[config.mk]
export PLATFORM = sky130hd
export DESIGN_NAME = alu_pipe
export DESIGN_NICKNAME = d
export VERILOG_FILES = /design/src/rtl/alu_pipe.sv
export SDC_FILE = /design/constraint.sdc
export NUM_CORES = 1
export LEC_CHECK = 0
export CAP_MARGIN = 20
export CORE_UTILIZATION = 60
export DETAILED_ROUTE_END_ITERATION = 7
export GPL_TIMING_DRIVEN = 0
export HOLD_SLACK_MARGIN = 0.06
export PLACE_DENSITY = 0.87
export RECOVER_POWER = 50
export SYNTH_ARGS = -nofsm -noshare
export SYNTH_HDL_FRONTEND = slang
export SYNTH_SLANG_ARGS = --single-unit
[constraint.sdc]
create_clock -name clock -period 3.15 [get_ports clock]
set_input_delay 0.7875 -clock clock [delete_from_list [all_inputs] [get_ports clock]]
set_output_delay 0.7875 -clock clock [all_outputs]
set_load 0.02 [all_outputs]
[src/rtl/alu_pipe.sv]
// alu_pipe: handshaked, width-parametrised ALU with a multi-cycle restoring
// divider. One operation is in flight at a time. Results are registered and
// held stable until the consumer takes them, then kept as last-delivered values.
module alu_pipe #(
  parameter int          WIDTH     = 8,
  parameter int unsigned BAD_VALUE = 32'hAC
) (
  input  logic             clock,
  input  logic             reset_n,
  input  logic             in_valid,
  output logic             in_ready,
  input  logic [WIDTH-1:0] A,
  input  logic [WIDTH-1:0] B,
  input  logic [3:0]       ALU_Sel,
  output logic             out_valid,
  input  logic             out_ready,
  output logic [WIDTH-1:0] ALU_Out,
  output logic [WIDTH-1:0] ALU_Hi,
  output logic             CarryOut,
  output logic             Overflow,
  output logic             Zero,
  output logic             DivByZero,
  output logic             Illegal
);

  localparam int CW = $clog2(WIDTH);

  localparam logic [3:0] OP_ADD = 4'd0;
  localparam logic [3:0] OP_SUB = 4'd1;
  localparam logic [3:0] OP_MUL = 4'd2;
  localparam logic [3:0] OP_DIV = 4'd3;
  localparam logic [3:0] OP_AND = 4'd4;
  localparam logic [3:0] OP_OR  = 4'd5;
  localparam logic [3:0] OP_XOR = 4'd6;
  localparam logic [3:0] OP_NOT = 4'd7;

  typedef enum logic [1:0] {
    ST_IDLE = 2'd0,
    ST_DIV  = 2'd1,
    ST_RESP = 2'd2
  } state_t;

  state_t state_r, state_nxt_s;

  logic             accept_s, start_div_s, div_done_s;
  logic [CW-1:0]    cnt_r;
  logic [WIDTH-1:0] quo_r, rem_r, dvs_r;
  logic [WIDTH-1:0] quo_nxt_s, rem_nxt_s;
  logic [WIDTH:0]   shift_s, trial_s;

  logic [WIDTH:0]     sum_s;
  logic [WIDTH-1:0]   diff_s;
  logic [2*WIDTH-1:0] prod_s;
  logic [WIDTH-1:0]   res_lo_s, res_hi_s;
  logic               carry_s, ovf_s, dbz_s, ill_s;

  logic [WIDTH-1:0] alu_out_r, alu_hi_r;
  logic             carry_r, ovf_r, zero_r, dbz_r, ill_r;

  // Handshake outputs come straight from the state register; in_ready is
  // additionally masked while reset is held so nothing is offered mid-reset.
  assign in_ready  = reset_n & (state_r == ST_IDLE);
  assign out_valid = (state_r == ST_RESP);

  assign ALU_Out   = alu_out_r;
  assign ALU_Hi    = alu_hi_r;
  assign CarryOut  = carry_r;
  assign Overflow  = ovf_r;
  assign Zero      = zero_r;
  assign DivByZero = dbz_r;
  assign Illegal   = ill_r;

  assign sum_s  = {1'b0, A} + {1'b0, B};
  assign diff_s = A - B;
  assign prod_s = {{WIDTH{1'b0}}, A} * {{WIDTH{1'b0}}, B};

  // FSM state register.
  always_ff @(posedge clock or negedge reset_n) begin
    if (!reset_n) begin
      state_r <= ST_IDLE;
    end else begin
      state_r <= state_nxt_s;
    end
  end

  // FSM next-state logic and datapath control strobes.
  always_comb begin
    state_nxt_s = state_r;
    accept_s    = 1'b0;
    start_div_s = 1'b0;
    div_done_s  = 1'b0;
    case (state_r)
      ST_IDLE: begin
        if (in_valid) begin
          accept_s = 1'b1;
          if ((ALU_Sel == OP_DIV) && (B != {WIDTH{1'b0}})) begin
            start_div_s = 1'b1;
            state_nxt_s = ST_DIV;
          end else begin
            state_nxt_s = ST_RESP;
          end
        end else begin
          state_nxt_s = ST_IDLE;
        end
      end
      ST_DIV: begin
        if (cnt_r == {CW{1'b0}}) begin
          div_done_s  = 1'b1;
          state_nxt_s = ST_RESP;
        end else begin
          state_nxt_s = ST_DIV;
        end
      end
      ST_RESP: begin
        if (out_ready) begin
          state_nxt_s = ST_IDLE;
        end else begin
          state_nxt_s = ST_RESP;
        end
      end
      default: begin
        state_nxt_s = ST_IDLE;
      end
    endcase
  end

  // One restoring-division step: shift in the next dividend bit, subtract the
  // divisor if it fits (MSB of the W+1-bit trial clear), record the quotient bit.
  always_comb begin
    shift_s = {rem_r, quo_r[WIDTH-1]};
    trial_s = shift_s - {1'b0, dvs_r};
    if (!trial_s[WIDTH]) begin
      rem_nxt_s = trial_s[WIDTH-1:0];
      quo_nxt_s = {quo_r[WIDTH-2:0], 1'b1};
    end else begin
      rem_nxt_s = shift_s[WIDTH-1:0];
      quo_nxt_s = {quo_r[WIDTH-2:0], 1'b0};
    end
  end

  // Single-cycle results for every opcode except a real division; the DIV
  // entry here only covers the divide-by-zero bypass.
  always_comb begin
    res_lo_s = {WIDTH{1'b0}};
    res_hi_s = {WIDTH{1'b0}};
    carry_s  = 1'b0;
    ovf_s    = 1'b0;
    dbz_s    = 1'b0;
    ill_s    = 1'b0;
    case (ALU_Sel)
      OP_ADD: begin
        res_lo_s = sum_s[WIDTH-1:0];
        carry_s  = sum_s[WIDTH];
        ovf_s    = (A[WIDTH-1] == B[WIDTH-1]) && (sum_s[WIDTH-1] != A[WIDTH-1]);
      end
      OP_SUB: begin
        res_lo_s = diff_s;
        carry_s  = (A < B);
        ovf_s    = (A[WIDTH-1] != B[WIDTH-1]) && (diff_s[WIDTH-1] != A[WIDTH-1]);
      end
      OP_MUL: begin
        res_lo_s = prod_s[WIDTH-1:0];
        res_hi_s = prod_s[2*WIDTH-1:WIDTH];
        carry_s  = (prod_s[2*WIDTH-1:WIDTH] != {WIDTH{1'b0}});
      end
      OP_DIV: begin
        res_lo_s = {WIDTH{1'b1}};
        res_hi_s = A;
        dbz_s    = 1'b1;
      end
      OP_AND:  res_lo_s = A & B;
      OP_OR:   res_lo_s = A | B;
      OP_XOR:  res_lo_s = A ^ B;
      OP_NOT:  res_lo_s = ~A;
      default: begin
        res_lo_s = WIDTH'(BAD_VALUE);
        ill_s    = 1'b1;
      end
    endcase
  end

  // Divider registers and result registers; results only change when a new
  // result is produced, so they hold through RESP and after delivery.
  always_ff @(posedge clock or negedge reset_n) begin
    if (!reset_n) begin
      cnt_r     <= {CW{1'b0}};
      quo_r     <= {WIDTH{1'b0}};
      rem_r     <= {WIDTH{1'b0}};
      dvs_r     <= {WIDTH{1'b0}};
      alu_out_r <= {WIDTH{1'b0}};
      alu_hi_r  <= {WIDTH{1'b0}};
      carry_r   <= 1'b0;
      ovf_r     <= 1'b0;
      zero_r    <= 1'b0;
      dbz_r     <= 1'b0;
      ill_r     <= 1'b0;
    end else if (accept_s && start_div_s) begin
      quo_r <= A;
      rem_r <= {WIDTH{1'b0}};
      dvs_r <= B;
      cnt_r <= CW'(WIDTH - 1);
    end else if (accept_s) begin
      alu_out_r <= res_lo_s;
      alu_hi_r  <= res_hi_s;
      carry_r   <= carry_s;
      ovf_r     <= ovf_s;
      zero_r    <= (res_lo_s == {WIDTH{1'b0}});
      dbz_r     <= dbz_s;
      ill_r     <= ill_s;
    end else if (div_done_s) begin
      alu_out_r <= quo_nxt_s;
      alu_hi_r  <= rem_nxt_s;
      carry_r   <= 1'b0;
      ovf_r     <= 1'b0;
      zero_r    <= (quo_nxt_s == {WIDTH{1'b0}});
      dbz_r     <= 1'b0;
      ill_r     <= 1'b0;
    end else if (state_r == ST_DIV) begin
      quo_r <= quo_nxt_s;
      rem_r <= rem_nxt_s;
      cnt_r <= cnt_r - CW'(1);
    end
  end

endmodule

==> qor_table.md <==
| Parameter | Value | Unit |
| --- | --- | --- |
| Number of antenna violations at the first check in global routing | 0 | - |
| Largest stage delay on the critical path | 0.57 | ns |
| Ordered cell list for the critical path | buf_8 > clkinvlp_4 > nor2_1 > fa_1 > fa_1 > fa_1 > inv_1 > fa_1 > inv_2 > ha_4 > a2111o_1 > a31oi_4 > buf_6 > nor2_1 > nor2_1 > xor2_1 > and4_1 > a32oi_1 | - |
| Number of nets in the finished design | 969 | - |
| Die Area | 0.0104 | mm2 |
| Die X | 102 | um |
| Final hold violation count | 0 | - |
| Power Density | 755 | mW/mm2 |
| CTS tree | done | - |
| Count of yosys warnings during synthesis | 0 | - |
| Post-detailed-route count of antenna-violating nets | 0 | - |
| Share of the core filled with cells in the final layout | 0.838 | - |
| First-pass GRT wire length | 33.8 | mm |
| Peak clock frequency supported by timing | 0.181 | GHz |
| Predominant post-synthesis flop cell | sky130_fd_sc_hd__dfrtp_1 | - |
| Finished Cell Area | 0.00816 | mm2 |
| Ratio of cells with drive above 1 in the final layout | 0.278 | - |
| Maximum number of pins on one net before global-route repair | 41 | - |
| Clock insertion delay at the later pin of the skew report | 0.33 | ns |
| Remaining design rule violation count | 0 | - |
| Cell leakage power | 0.00363 | uW |
| Total of max-cap violations | 1 | - |
| Port buffer count | 44 | - |
| Final count of negative-setup-slack endpoints | 16 | - |
| Starting Density | 0.614 | - |
| Most frequent cell after synthesis | sky130_fd_sc_hd__inv_1 | - |
| Clock tree buffer depth | 2 | - |
| Area of the core region | 0.00973 | mm2 |
| Die span in y | 102 | um |
| Slew headroom | -0.200 | - |
| Data required time at the worst endpoint | 3.34 | ns |
| CP most frequent cell | sky130_fd_sc_hd__fa_1 | - |
| Root buffer cell | sky130_fd_sc_hd__clkbuf_8 | - |
| Post-Syn Nets | 848 | - |
| HPWL after DPL | 14.4 | mm |
| Worst-path clk slew | 0.10 | ns |
| Worst min-delay path category | input port to asynchronous set/reset pin | - |
| Share of flip-flops with an asynchronous set or reset after synthesis | 1.00 | - |
| Family with the most delay on the worst path | adder cells | - |
| CP Capture Type | flip-flop | - |
| Part of the Yosys area used for sequential elements | 0.210 | - |
| Total length of routed wires | 25.0 | mm |
| Worst setup margin | -2.38 | ns |
| Antenna diode instance count | 0 | - |
| WP buf/inv | 5 | - |
| Kind of launch point of the worst setup path | input port | - |
| Worst vdd rail ir drop | 0.984 | mV |
| Number of placement rows | 36 | - |
| DRT Pass-1 Iters | 7 | - |
| Number of enable flip-flop cells after synthesis | 0 | - |
| Synth Register Bits | 50 | - |
| Ranking of synthesized cells by area | sky130_fd_sc_hd__dfrtp_1 21%, sky130_fd_sc_hd__ha_1 15%, sky130_fd_sc_hd__fa_1 13%, sky130_fd_sc_hd__inv_1 5.7%, sky130_fd_sc_hd__nor2_1 5.2% | - |
| Cell type contributing the most total cell area after synthesis | sky130_fd_sc_hd__dfrtp_1 | - |
| Clock H-tree levels | 2 | - |
| Routed wire per std cell | 25.8 | um |
| Cells after DPL | 893 | - |
| Setup Skew | 0.0172 | ns |
| Synth Instances | 715 | - |
| Placer congestion estimate | 0.961 | - |
| Max FO, Critical Path | 6 | - |
| Kind of critical path | input port to flip-flop | - |
| Netlist area before placement | 0.00597 | mm2 |
| Overall via count from detail_route | 6767 | - |
| Slew @ Worst Pin | 1.80 | ns |
| Area of placed instances | 0.00684 | mm2 |
| Number of distinct standard cells referenced by the synthesized netlist | 66 | - |
| Outcome | finished with violations | - |
| Critical R2R Capture | ALU_Hi[7] | - |
| Library cell contributing the largest single delay on the critical path | sky130_fd_sc_hd__fa_1 | - |
| Max-slew violation count | 41 | - |
| CP arrival | 5.72 | ns |
| Setup repair after global routing missed its margin | true | - |
| Detail-routed via count per cell | 6.98 | - |
| Depth of the worst register-to-register path | 12 | - |
| Post-synthesis average cell area | 8.35 | um2 |
| Post-layout minimum cycle time | 5.53 | ns |
| Top cell type's share of synthesized area | 0.210 | - |
| Part of the cycle the worst path needs | 1.76 | - |
| Startpoint of the worst register-to-register path | quo_r[7] | - |
| Total gr overflow | 0 | - |
| Vias in the first global route | 6333 | - |
| Violated checks | capacitance limit, slew limit, setup timing | - |
| Clock tree sinks | 50 | - |
| Cts bufs inserted | 5 | - |
| Growth of design area from synthesis to finish | 36.6 | % |
| Post-route insts no fill | 970 | - |
| Synth cell count leaders | 91 x sky130_fd_sc_hd__inv_1, 82 x sky130_fd_sc_hd__nor2_1, 70 x sky130_fd_sc_hd__ha_1 | - |
| DRT iter0 DRCs | 909 | - |
| Reg-to-reg setup timing slack | 0.21 | ns |
| Top-Level Pins | 47 | - |
| Worst setup path startpoint | B[5] | - |
| GRT Overall Usage | 0.435 | - |
## cell families after synthesis
| kind of cell | Yosys count | share of synthesized area |
|---|---|---|
| AOI/OAI and AO/OA | 174 | 0.197 |
| xor gates and xnor gates | 23 | 0.0337 |
| adders and majority gates | 109 | 0.278 |
| buffers and inverters | 120 | 0.0809 |
| DFF | 50 | 0.210 |
| muxes | 18 | 0.0327 |
| and+or+nand+nor | 221 | 0.168 |
## flip-flops by register name, summed over array words and instances (netlist names)
register,count
ALU_Out,8
Overflow,1
ALU_Hi,8
cnt_r,3
rem_r,8
DivByZero,1
dvs_r,8
state_r,2
Illegal,1
Zero,1
quo_r,8
CarryOut,1
## layout by cell type, fill, tap and decap left out, drive strengths merged, types with 9 or more instances in the layout
cell type      count
mux2i             15
clkdlybuf4s50     23
a211oi            11
nor2b             10
a21o               9
clkbuf            19
a21oi             36
nor3              12
o22ai             12
clkinvlp          13
nand3             18
inv               80
nor2              83
nand2             64
dfrtp             50
fa                39
o21ai             39
xnor2             16
buf               97
ha                70
## per-stage QoR
step | setup WS [ns] | hold WS, ns | setup TNS, ns | power [uW]
2_1_floorplan | -1.56 | 0.459 | -15.57 | 3420
3_3_place_gp | -3.09 | 0.455 | -47.13 | 4200
3_5_place_dp | -3.13 | 0.463 | -43.60 | 4360
4_1_cts | -1.68 | 0.325 | -18.35 | 5220
5_1_grt | -2.39 | 0.466 | -27.14 | 6420
6_report | -2.38 | 0.416 | -25.69 | 6160
## layout make-up
class                           instances  area (um2)
Fill cell                             523        1570
Buffer                                 25         125
Sequential cell                        50        1250
Clock inverter                          2        16.3
Clock buffer                            6        82.6
Inverter                               94         418
Timing Repair Buffer                  115        1180
Tap cell                              133         166
Multi-Input combinational cell        545        4920
## worst register-to-register path, stage by stage, from the launching register on
cell and delay, ns:
sky130_fd_sc_hd__dfrtp_1 0.41, sky130_fd_sc_hd__inv_1 0.06, sky130_fd_sc_hd__ha_1 0.21, sky130_fd_sc_hd__inv_1 0.08, sky130_fd_sc_hd__fa_1 0.41, sky130_fd_sc_hd__a21oi_1 0.21, sky130_fd_sc_hd__o22ai_1 0.16, sky130_fd_sc_hd__mux2i_1 0.14
sky130_fd_sc_hd__o211ai_1 0.16, sky130_fd_sc_hd__buf_4 0.27, sky130_fd_sc_hd__inv_1 0.13, sky130_fd_sc_hd__o21ba_2 0.23, sky130_fd_sc_hd__o32a_1 0.34
## power by group
part	switching, uW	internal, uW
combinational	2640	2010
sequential	203	889
clock	239	181
total	3080	3080
## what timing repair did
action | 4_1_cts | 5_1_grt
resized for setup | 193 | 52
hold buffers | 0 | 0
setup buffers | 43 | 26
pin swaps | 31 | 36
setup endpoints to repair | 18 | 15
## how the worst max path moves through the flow
stage               slack (ns)  cells after the start         to
global placement         -3.09                     17   CarryOut
detailed placement       -3.13                     18   CarryOut
floorplan                -1.56                     17   CarryOut
CTS                      -1.68                     19  ALU_Hi[7]
global route             -2.39                     18   CarryOut
finish                   -2.38                     18   CarryOut
## per-layer routing
metal,global-route usage,up-vias,wire (um)
met5,0,-,0
li1,-,2709,-
met1,0.549,3146,8350
met2,0.697,662,11100
met4,0.253,0,2330
met3,0.0807,250,3210
No activity file was read; power rests on OpenSTA's default activity.
